[config.mk]
export PLATFORM = sky130hd
export DESIGN_NAME = frac_pwm_mc_flat
export DESIGN_NICKNAME = d
export VERILOG_FILES = /design/src/rtl/frac_pwm_pkg.sv /design/src/rtl/frac_pwm_mc_if.sv /design/src/rtl/frac_pwm_ch.sv /design/src/rtl/frac_pwm_mc.sv /design/src/flat_wrapper.sv
export SDC_FILE = /design/constraint.sdc
export NUM_CORES = 1
export LEC_CHECK = 0
export ABC_AREA = 1
export CELL_PAD_IN_SITES_DETAIL_PLACEMENT = 0
export CELL_PAD_IN_SITES_GLOBAL_PLACEMENT = 2
export CORE_UTILIZATION = 25
export CTS_BUF_LIST = sky130_fd_sc_hd__clkbuf_2
export CTS_CLUSTER_DIAMETER = 120
export CTS_CLUSTER_SIZE = 12
export DETAILED_ROUTE_END_ITERATION = 8
export PLACE_DENSITY_LB_ADDON = 0.1
export SYNTH_ARGS = -nofsm -noshare
export SYNTH_HDL_FRONTEND = slang
export SYNTH_SLANG_ARGS = --single-unit
[constraint.sdc]
create_clock -name sys_clk -period 6.1 [get_ports sys_clk]
set_input_delay 1.525 -clock sys_clk [delete_from_list [all_inputs] [get_ports sys_clk]]
set_output_delay 1.525 -clock sys_clk [all_outputs]
set_load 0.005 [all_outputs]
[src/rtl/frac_pwm_pkg.sv]
// Shared constants and helpers for the multi-channel fractional PWM.
// Latency: n/a (declarations only).
// Backpressure: n/a.
package frac_pwm_pkg;

  localparam int FRAC_PWM_WIDTH = 17;
  localparam int FRAC_PWM_FRAC  = 3;
  localparam int FRAC_PWM_NCH   = 4;

  // High count for one period: integer duty plus the dither carry, clamped
  // to the period length (period+1 clocks). Works on 32-bit values so any
  // WIDTH up to 31 fits without overflow; callers zero-extend and truncate.
  function automatic logic [31:0] sat_hi(input logic [31:0] duty_int,
                                         input logic        carry,
                                         input logic [31:0] period);
    logic [31:0] hi;
    logic [31:0] lim;
    hi  = duty_int + {31'd0, carry};
    lim = period + 32'd1;
    return (hi > lim) ? lim : hi;
  endfunction

endpackage

[src/rtl/frac_pwm_mc_if.sv]
// Host-side bundle of the PWM block: period, shadow write port and outputs.
// Latency: n/a (wires only).
// Backpressure: none; writes are always accepted. Optional FRAC_PWM_POL_EN adds pol_inv.
interface frac_pwm_mc_if
  import frac_pwm_pkg::*;
#(
  parameter int WIDTH = FRAC_PWM_WIDTH,
  parameter int FRAC  = FRAC_PWM_FRAC,
  parameter int NCH   = FRAC_PWM_NCH,
  parameter int CHW   = (NCH > 1) ? $clog2(NCH) : 1
);

  logic [WIDTH-1:0] period;
  logic             wr_en;
  logic [CHW-1:0]   wr_ch;
  logic [WIDTH-1:0] wr_int;
  logic [FRAC-1:0]  wr_frac;
`ifdef FRAC_PWM_POL_EN
  logic [NCH-1:0]   pol_inv;
`endif
  logic [NCH-1:0]   q_out;
  logic             period_start;
  logic [NCH-1:0]   pending;

`ifdef FRAC_PWM_POL_EN
  modport master (output period, wr_en, wr_ch, wr_int, wr_frac, pol_inv,
                  input  q_out, period_start, pending);
  modport slave  (input  period, wr_en, wr_ch, wr_int, wr_frac, pol_inv,
                  output q_out, period_start, pending);
`else
  modport master (output period, wr_en, wr_ch, wr_int, wr_frac,
                  input  q_out, period_start, pending);
  modport slave  (input  period, wr_en, wr_ch, wr_int, wr_frac,
                  output q_out, period_start, pending);
`endif

endinterface

[src/rtl/frac_pwm_ch.sv]
// One PWM channel: shadow/active duty, dither accumulator and high-time counter.
// Latency: shadow reaches q one clock after the wrap edge that commits it.
// Backpressure: none. Optional FRAC_PWM_POL_EN adds a committed output polarity.
module frac_pwm_ch
  import frac_pwm_pkg::*;
#(
  parameter int WIDTH = FRAC_PWM_WIDTH,
  parameter int FRAC  = FRAC_PWM_FRAC
) (
  input  logic             sys_clk,
  input  logic             sync_rst_n,
  input  logic             wrap,
  input  logic [WIDTH-1:0] period,
  input  logic             wr_hit,
  input  logic [WIDTH-1:0] wr_int,
  input  logic [FRAC-1:0]  wr_frac,
`ifdef FRAC_PWM_POL_EN
  input  logic             wr_pol,
`endif
  output logic             q,
  output logic             pending
);

  // High counter needs one extra bit: a saturated count can reach period+1.
  localparam int HW = WIDTH + 1;

  logic [WIDTH-1:0] shadow_int;
  logic [WIDTH-1:0] act_int;
  logic [WIDTH-1:0] int_use;
  logic [FRAC-1:0]  shadow_frac;
  logic [FRAC-1:0]  act_frac;
  logic [FRAC-1:0]  frac_use;
  logic [FRAC-1:0]  acc;
  logic [FRAC:0]    sum;
  logic [HW-1:0]    hi;
  logic [HW-1:0]    hcnt;
  logic [HW-1:0]    hcnt_nxt;
  logic             level;
`ifdef FRAC_PWM_POL_EN
  logic             shadow_pol;
  logic             act_pol;
  logic             pol_use;
`endif

  // Post-commit duty, dither sum, saturated high count and next counter value.
  always_comb begin
    int_use  = pending ? shadow_int  : act_int;
    frac_use = pending ? shadow_frac : act_frac;
    sum      = {1'b0, acc} + {1'b0, frac_use};
    hi       = HW'(sat_hi(32'(int_use), sum[FRAC], 32'(period)));
    hcnt_nxt = hcnt;
    if (wrap) begin
      hcnt_nxt = hi;
    end else if (hcnt != '0) begin
      hcnt_nxt = hcnt - HW'(1);
    end
`ifdef FRAC_PWM_POL_EN
    pol_use = (wrap && pending) ? shadow_pol : act_pol;
    level   = (hcnt_nxt != '0) ^ pol_use;
`else
    level   = (hcnt_nxt != '0);
`endif
  end

  // Shadow capture, commit at wrap, accumulator update and registered output.
  always_ff @(posedge sys_clk) begin
    if (!sync_rst_n) begin
      shadow_int  <= '0;
      shadow_frac <= '0;
      act_int     <= '0;
      act_frac    <= '0;
      acc         <= '0;
      pending     <= 1'b0;
      hcnt        <= '0;
      q           <= 1'b0;
`ifdef FRAC_PWM_POL_EN
      shadow_pol  <= 1'b0;
      act_pol     <= 1'b0;
`endif
    end else begin
      if (wr_hit) begin
        shadow_int  <= wr_int;
        shadow_frac <= wr_frac;
`ifdef FRAC_PWM_POL_EN
        shadow_pol  <= wr_pol;
`endif
      end
      if (wrap) begin
        if (pending) begin
          act_int  <= shadow_int;
          act_frac <= shadow_frac;
        end
        acc <= sum[FRAC-1:0];
      end
`ifdef FRAC_PWM_POL_EN
      act_pol <= pol_use;
`endif
      // A write landing on the wrap cycle keeps the flag so it commits next wrap.
      if (wr_hit) begin
        pending <= 1'b1;
      end else if (wrap) begin
        pending <= 1'b0;
      end
      hcnt <= hcnt_nxt;
      q    <= level;
    end
  end

endmodule

[src/rtl/frac_pwm_mc.sv]
// Multi-channel fractional PWM: shared period counter feeding NCH dithered channels.
// Latency: period_start and q_out update one clock after the wrap edge; all outputs registered.
// Backpressure: none; host writes always accepted. FRAC_PWM_POL_EN enables per-channel pol_inv.
module frac_pwm_mc
  import frac_pwm_pkg::*;
#(
  parameter int WIDTH = FRAC_PWM_WIDTH,
  parameter int FRAC  = FRAC_PWM_FRAC,
  parameter int NCH   = FRAC_PWM_NCH,
  parameter int CHW   = (NCH > 1) ? $clog2(NCH) : 1
) (
  input  logic          sys_clk,
  input  logic          sync_rst_n,
  frac_pwm_mc_if.slave  bus
);

  logic [WIDTH-1:0] pcnt;
  logic             wrap;
  logic             pstart;
  logic [NCH-1:0]   wr_hit;
  logic [NCH-1:0]   q;
  logic [NCH-1:0]   pend;

  assign wrap = (pcnt == '0);

  // Shared down-counter; reloads from period at zero and flags the period start.
  always_ff @(posedge sys_clk) begin
    if (!sync_rst_n) begin
      pcnt   <= '0;
      pstart <= 1'b0;
    end else begin
      pcnt   <= wrap ? bus.period : (pcnt - WIDTH'(1));
      pstart <= wrap;
    end
  end

  // One-hot write decode; channel indices at or above NCH select nothing.
  always_comb begin
    wr_hit = '0;
    for (int k = 0; k < NCH; k++) begin
      wr_hit[k] = bus.wr_en && (bus.wr_ch == CHW'(k));
    end
  end

  for (genvar k = 0; k < NCH; k++) begin : g_ch
    frac_pwm_ch #(
      .WIDTH (WIDTH),
      .FRAC  (FRAC)
    ) u_ch (
      .sys_clk    (sys_clk),
      .sync_rst_n (sync_rst_n),
      .wrap       (wrap),
      .period     (bus.period),
      .wr_hit     (wr_hit[k]),
      .wr_int     (bus.wr_int),
      .wr_frac    (bus.wr_frac),
`ifdef FRAC_PWM_POL_EN
      .wr_pol     (bus.pol_inv[k]),
`endif
      .q          (q[k]),
      .pending    (pend[k])
    );
  end

  assign bus.q_out        = q;
  assign bus.period_start = pstart;
  assign bus.pending      = pend;

endmodule

[src/flat_wrapper.sv]
// flat-port wrapper written by rule: the top's interface ports become plain ports
module frac_pwm_mc_flat import frac_pwm_pkg::*;
#(
  parameter int WIDTH = FRAC_PWM_WIDTH,
  parameter int FRAC  = FRAC_PWM_FRAC,
  parameter int NCH   = FRAC_PWM_NCH,
  parameter int CHW   = (NCH > 1) ? $clog2(NCH) : 1
)
  (sys_clk, sync_rst_n, bus_period, bus_wr_en, bus_wr_ch, bus_wr_int, bus_wr_frac, bus_q_out, bus_period_start, bus_pending);
  frac_pwm_mc_if #(.WIDTH(WIDTH), .FRAC(FRAC), .NCH(NCH), .CHW(CHW)) bus_i ();
  input  logic sys_clk;
  input  logic sync_rst_n;
  input wire logic [$bits(bus_i.period)-1:0] bus_period;
  input wire logic [$bits(bus_i.wr_en)-1:0] bus_wr_en;
  input wire logic [$bits(bus_i.wr_ch)-1:0] bus_wr_ch;
  input wire logic [$bits(bus_i.wr_int)-1:0] bus_wr_int;
  input wire logic [$bits(bus_i.wr_frac)-1:0] bus_wr_frac;
  output wire logic [$bits(bus_i.q_out)-1:0] bus_q_out;
  output wire logic [$bits(bus_i.period_start)-1:0] bus_period_start;
  output wire logic [$bits(bus_i.pending)-1:0] bus_pending;
  assign bus_i.period = bus_period;
  assign bus_i.wr_en = bus_wr_en;
  assign bus_i.wr_ch = bus_wr_ch;
  assign bus_i.wr_int = bus_wr_int;
  assign bus_i.wr_frac = bus_wr_frac;
  assign bus_q_out = bus_i.q_out;
  assign bus_period_start = bus_i.period_start;
  assign bus_pending = bus_i.pending;
  frac_pwm_mc #(.WIDTH(WIDTH), .FRAC(FRAC), .NCH(NCH), .CHW(CHW)) u_core (.sys_clk(sys_clk), .sync_rst_n(sync_rst_n), .bus(bus_i));
endmodule
==> flow_summary.ini <==
[grt]
antenna_found_initial = 5
grt_pass1_vias = 16141
use_met3 = 0.0240
track_usage = 0.190
top_usage_layer = met2
grt_max_degree = 62
grt_overflow = 0
grt_util_met1 = 0.282
grt_pass1_wl_um = 103000
grtUsageMet2 = 0.289

[pwr]
p_switching_mw = 4.20
p_per_area_mw_per_mm2 = 415
intPower_mw = 3.87
p_comb_frac = 0.597
vdd_drop_max_v = 0.000307
switching_share = 0.520
p_leak_nw = 8.76
finalPower_mw = 8.06
seq_power_share = 0.304
power_frac_clock = 0.099

[routing]
first_pass_iters = 7
dr.first_iter.drc_count = 1089
routed_via_density = 4.64
ant_nets = 0
drt-total-wl_um = 69200
wl_per_cell_um = 18.8
drcViolationCount = 0
vias = 17056

[layout]
instances_no_fill = 3679
drive_gt1_frac = 0.0621
layout_commonest_cell = nand2_1
final_cell_mix = nand2_1, nor2_1, inv_1, dfxtp_1, nand3_1
syn_to_final_growth_pct = 9.11
nets = 2879
final_cell_area_mm2 = 0.0194

[sta]
skew_ps = 134
slew_headroom = 0.239
finalHoldViolCount = 0
period_needed_ps = 5420
tightestPinTransition_ps = 1140
tns_ps = 0
timing.hold.ws_ps = 462
timing.fmax_mhz = 184
layout_worst_path_cycle_share = 0.889
finalMaxSlewViolations = 0
setup_viol = 0
rsz0062_at_grt = false

[placement]
gp_congestion = 0.858
io_buffers = 50
dp_hpwl_um = 52200
place_inst = 3646
place_area_mm2 = 0.0193

[critical_path]
worst_ep_arrival_time_ps = 6250
critical_path_class = reg2reg
crit_start = u_core.g_ch[0].u_ch.pending
start_kind = register
cp.required_ps = 6930
r2r-start = u_core.g_ch[0].u_ch.pending
slowest_stage = nor4b_1
slowest_delay_ps = 700
cp_common_cell = nand2_1
cp-end-kind = register
crit_fanout = 17

[die]
die_w_um = 269
core_mm2 = 0.0703
initial_utilization = 0.253
die_area_mm2 = 0.0723
ios = 51
num_rows = 97
die_h_um = 269

[clocking]
htreeDepth = 1
cts_resized = 0
clk_pin_slew_ps = 220
cts_sinks = 270
clkLatencyLatePin_ps = 1090
cts_inserted_buffers = 27
cts_root_buf = clkbuf_2
hold_buffers = 0
post-cts-setup-buffer-count = 0
cts_tree = yes
clk_path_buf_depth = 3

[synth]
ys_ff_latch = 270
ys_seq_area_frac = 0.304
netlist_area_mm2 = 0.0178
yosysWarnings = 0
synth_fp_nets = 2861
ys.flop_type = dfxtp_1
synth-edff-count = 0
async_flop_share = 0
synth_cell_type_count = 57
synth.avg_cell_area_um2 = 6.55
synth_cells = 2717

[min_path]
hp-start = u_core.g_ch[2].u_ch.shadow_int[5]
hold_path.class = reg2reg

[run]
drv_cap = 0

[run_status]
status = complete, no violations
==> registers in the layout, indices dropped and copies added (netlist names) <==
signal and count:
u_core.g_ch.u_ch.act_frac 12, u_core.g_ch.u_ch.pending 4, u_core.bus.period_start 1, u_core.g_ch.u_ch.shadow_frac 12
u_core.g_ch.u_ch.q 4, u_core.g_ch.u_ch.hcnt 72, u_core.g_ch.u_ch.act_int 68, u_core.pcnt 17
u_core.g_ch.u_ch.acc 12, u_core.g_ch.u_ch.shadow_int 68
==> synthesized netlist by cell type (3+ instances only) <==
library cell / count / share of area
a211oi_1: 9 / 0.0038
a21o_1: 3 / 0.0013
a21oi_1: 168 / 0.047
a21oi_2: 3 / 0.0015
a22o_1: 4 / 0.0020
a31oi_1: 3 / 0.0011
and2_1: 4 / 0.0014
buf_2: 20 / 0.0056
buf_4: 19 / 0.0080
buf_6: 8 / 0.0051
clkbuf_1: 59 / 0.012
clkinv_1: 5 / 0.0011
dfxtp_1: 270 / 0.30
fa_1: 4 / 0.0045
ha_1: 98 / 0.069
inv_1: 344 / 0.073
inv_2: 9 / 0.0019
nand2_1: 549 / 0.12
nand2_2: 10 / 0.0035
nand3_1: 205 / 0.058
nand3_2: 6 / 0.0034
nand3b_1: 6 / 0.0025
nand4_1: 39 / 0.014
nor2_1: 355 / 0.075
nor2_2: 14 / 0.0049
nor3_1: 45 / 0.013
nor3_2: 7 / 0.0039
nor4_1: 9 / 0.0032
o211ai_1: 7 / 0.0030
o21ai_0: 203 / 0.057
o21ai_1: 44 / 0.012
o21ai_2: 20 / 0.0098
o22ai_1: 17 / 0.0060
or2_1: 4 / 0.0014
or2_2: 13 / 0.0046
xnor2_1: 18 / 0.0089
xor2_1: 92 / 0.045
==> metrics by stage <==
| stage | setup slack (ps) | util |
|---|---|---|
| after global placement | 440 | 0.274 |
| final | 680 | 0.276 |
| after floorplan | 1640 | - |
| after detailed placement | 420 | 0.274 |
| after CTS | 697 | 0.276 |
| after global routing | 91.0 | 0.276 |
==> area by class of cell <==
type	instances	area, µm²
flip-flops and latches	270	5410
inverters	359	1350
clock inverters	3	23.8
fillers	7933	50800
diodes	3	7.51
multi-input cells	1980	10500
well taps	940	1180
repair buffers	97	851
clock buffers	27	135
==> metal layers <==
metal,vias up,share of wire
met5,-,0.00071
met4,8,0.021
li1,8811,-
met3,86,0.045
met1,7779,0.51
met2,372,0.42
==> power by group through the flow <==
stage               clock network [mW]  registers, mW  logic (mW)
floorplan                            0           2.40        3.50
global placement                     0           2.49        4.90
detailed placement                   0           2.49        4.83
CTS                              0.870           2.45        4.85
global route                     0.903           2.50        5.48
finish                           0.797           2.45        4.81
==> worst paths after layout <==
check	cells after the start	slack, ps	to
max reg2reg	30	680	u_core.g_ch[0].u_ch.q
min	2	460	u_core.g_ch[2].u_ch.shadow_int[5]
min reg2reg	2	460	u_core.g_ch[2].u_ch.shadow_int[5]
max	30	680	u_core.g_ch[0].u_ch.q
==> logic make-up (layout without fill, tap and decap cells) <==
| family | count (synthesis) | after routing | synth area share |
|---|---|---|---|
| muxes | 1 | 1 | 0.000562 |
| DFF | 270 | 270 | 0.304 |
| xor gates and xnor gates | 111 | 111 | 0.0550 |
| AOI/OAI and AO/OA | 489 | 489 | 0.149 |
| and+or+nand+nor | 1277 | 1277 | 0.310 |
| buffers and inverters | 467 | 486 | 0.108 |
| adders and majority gates | 102 | 102 | 0.0734 |
| other | 0 | 3 | 0 |
==> critical path, delay by kind of cell, from the launching register on <==
kind                       cells  cell delay, ps
adders and majority gates      3             870
and+or+nand+nor               18            2670
AOI/OAI and AO/OA              4             640
DFF                            1             490
buffers and inverters          5             550
Note: power is estimated with default switching activity, not from simulation.
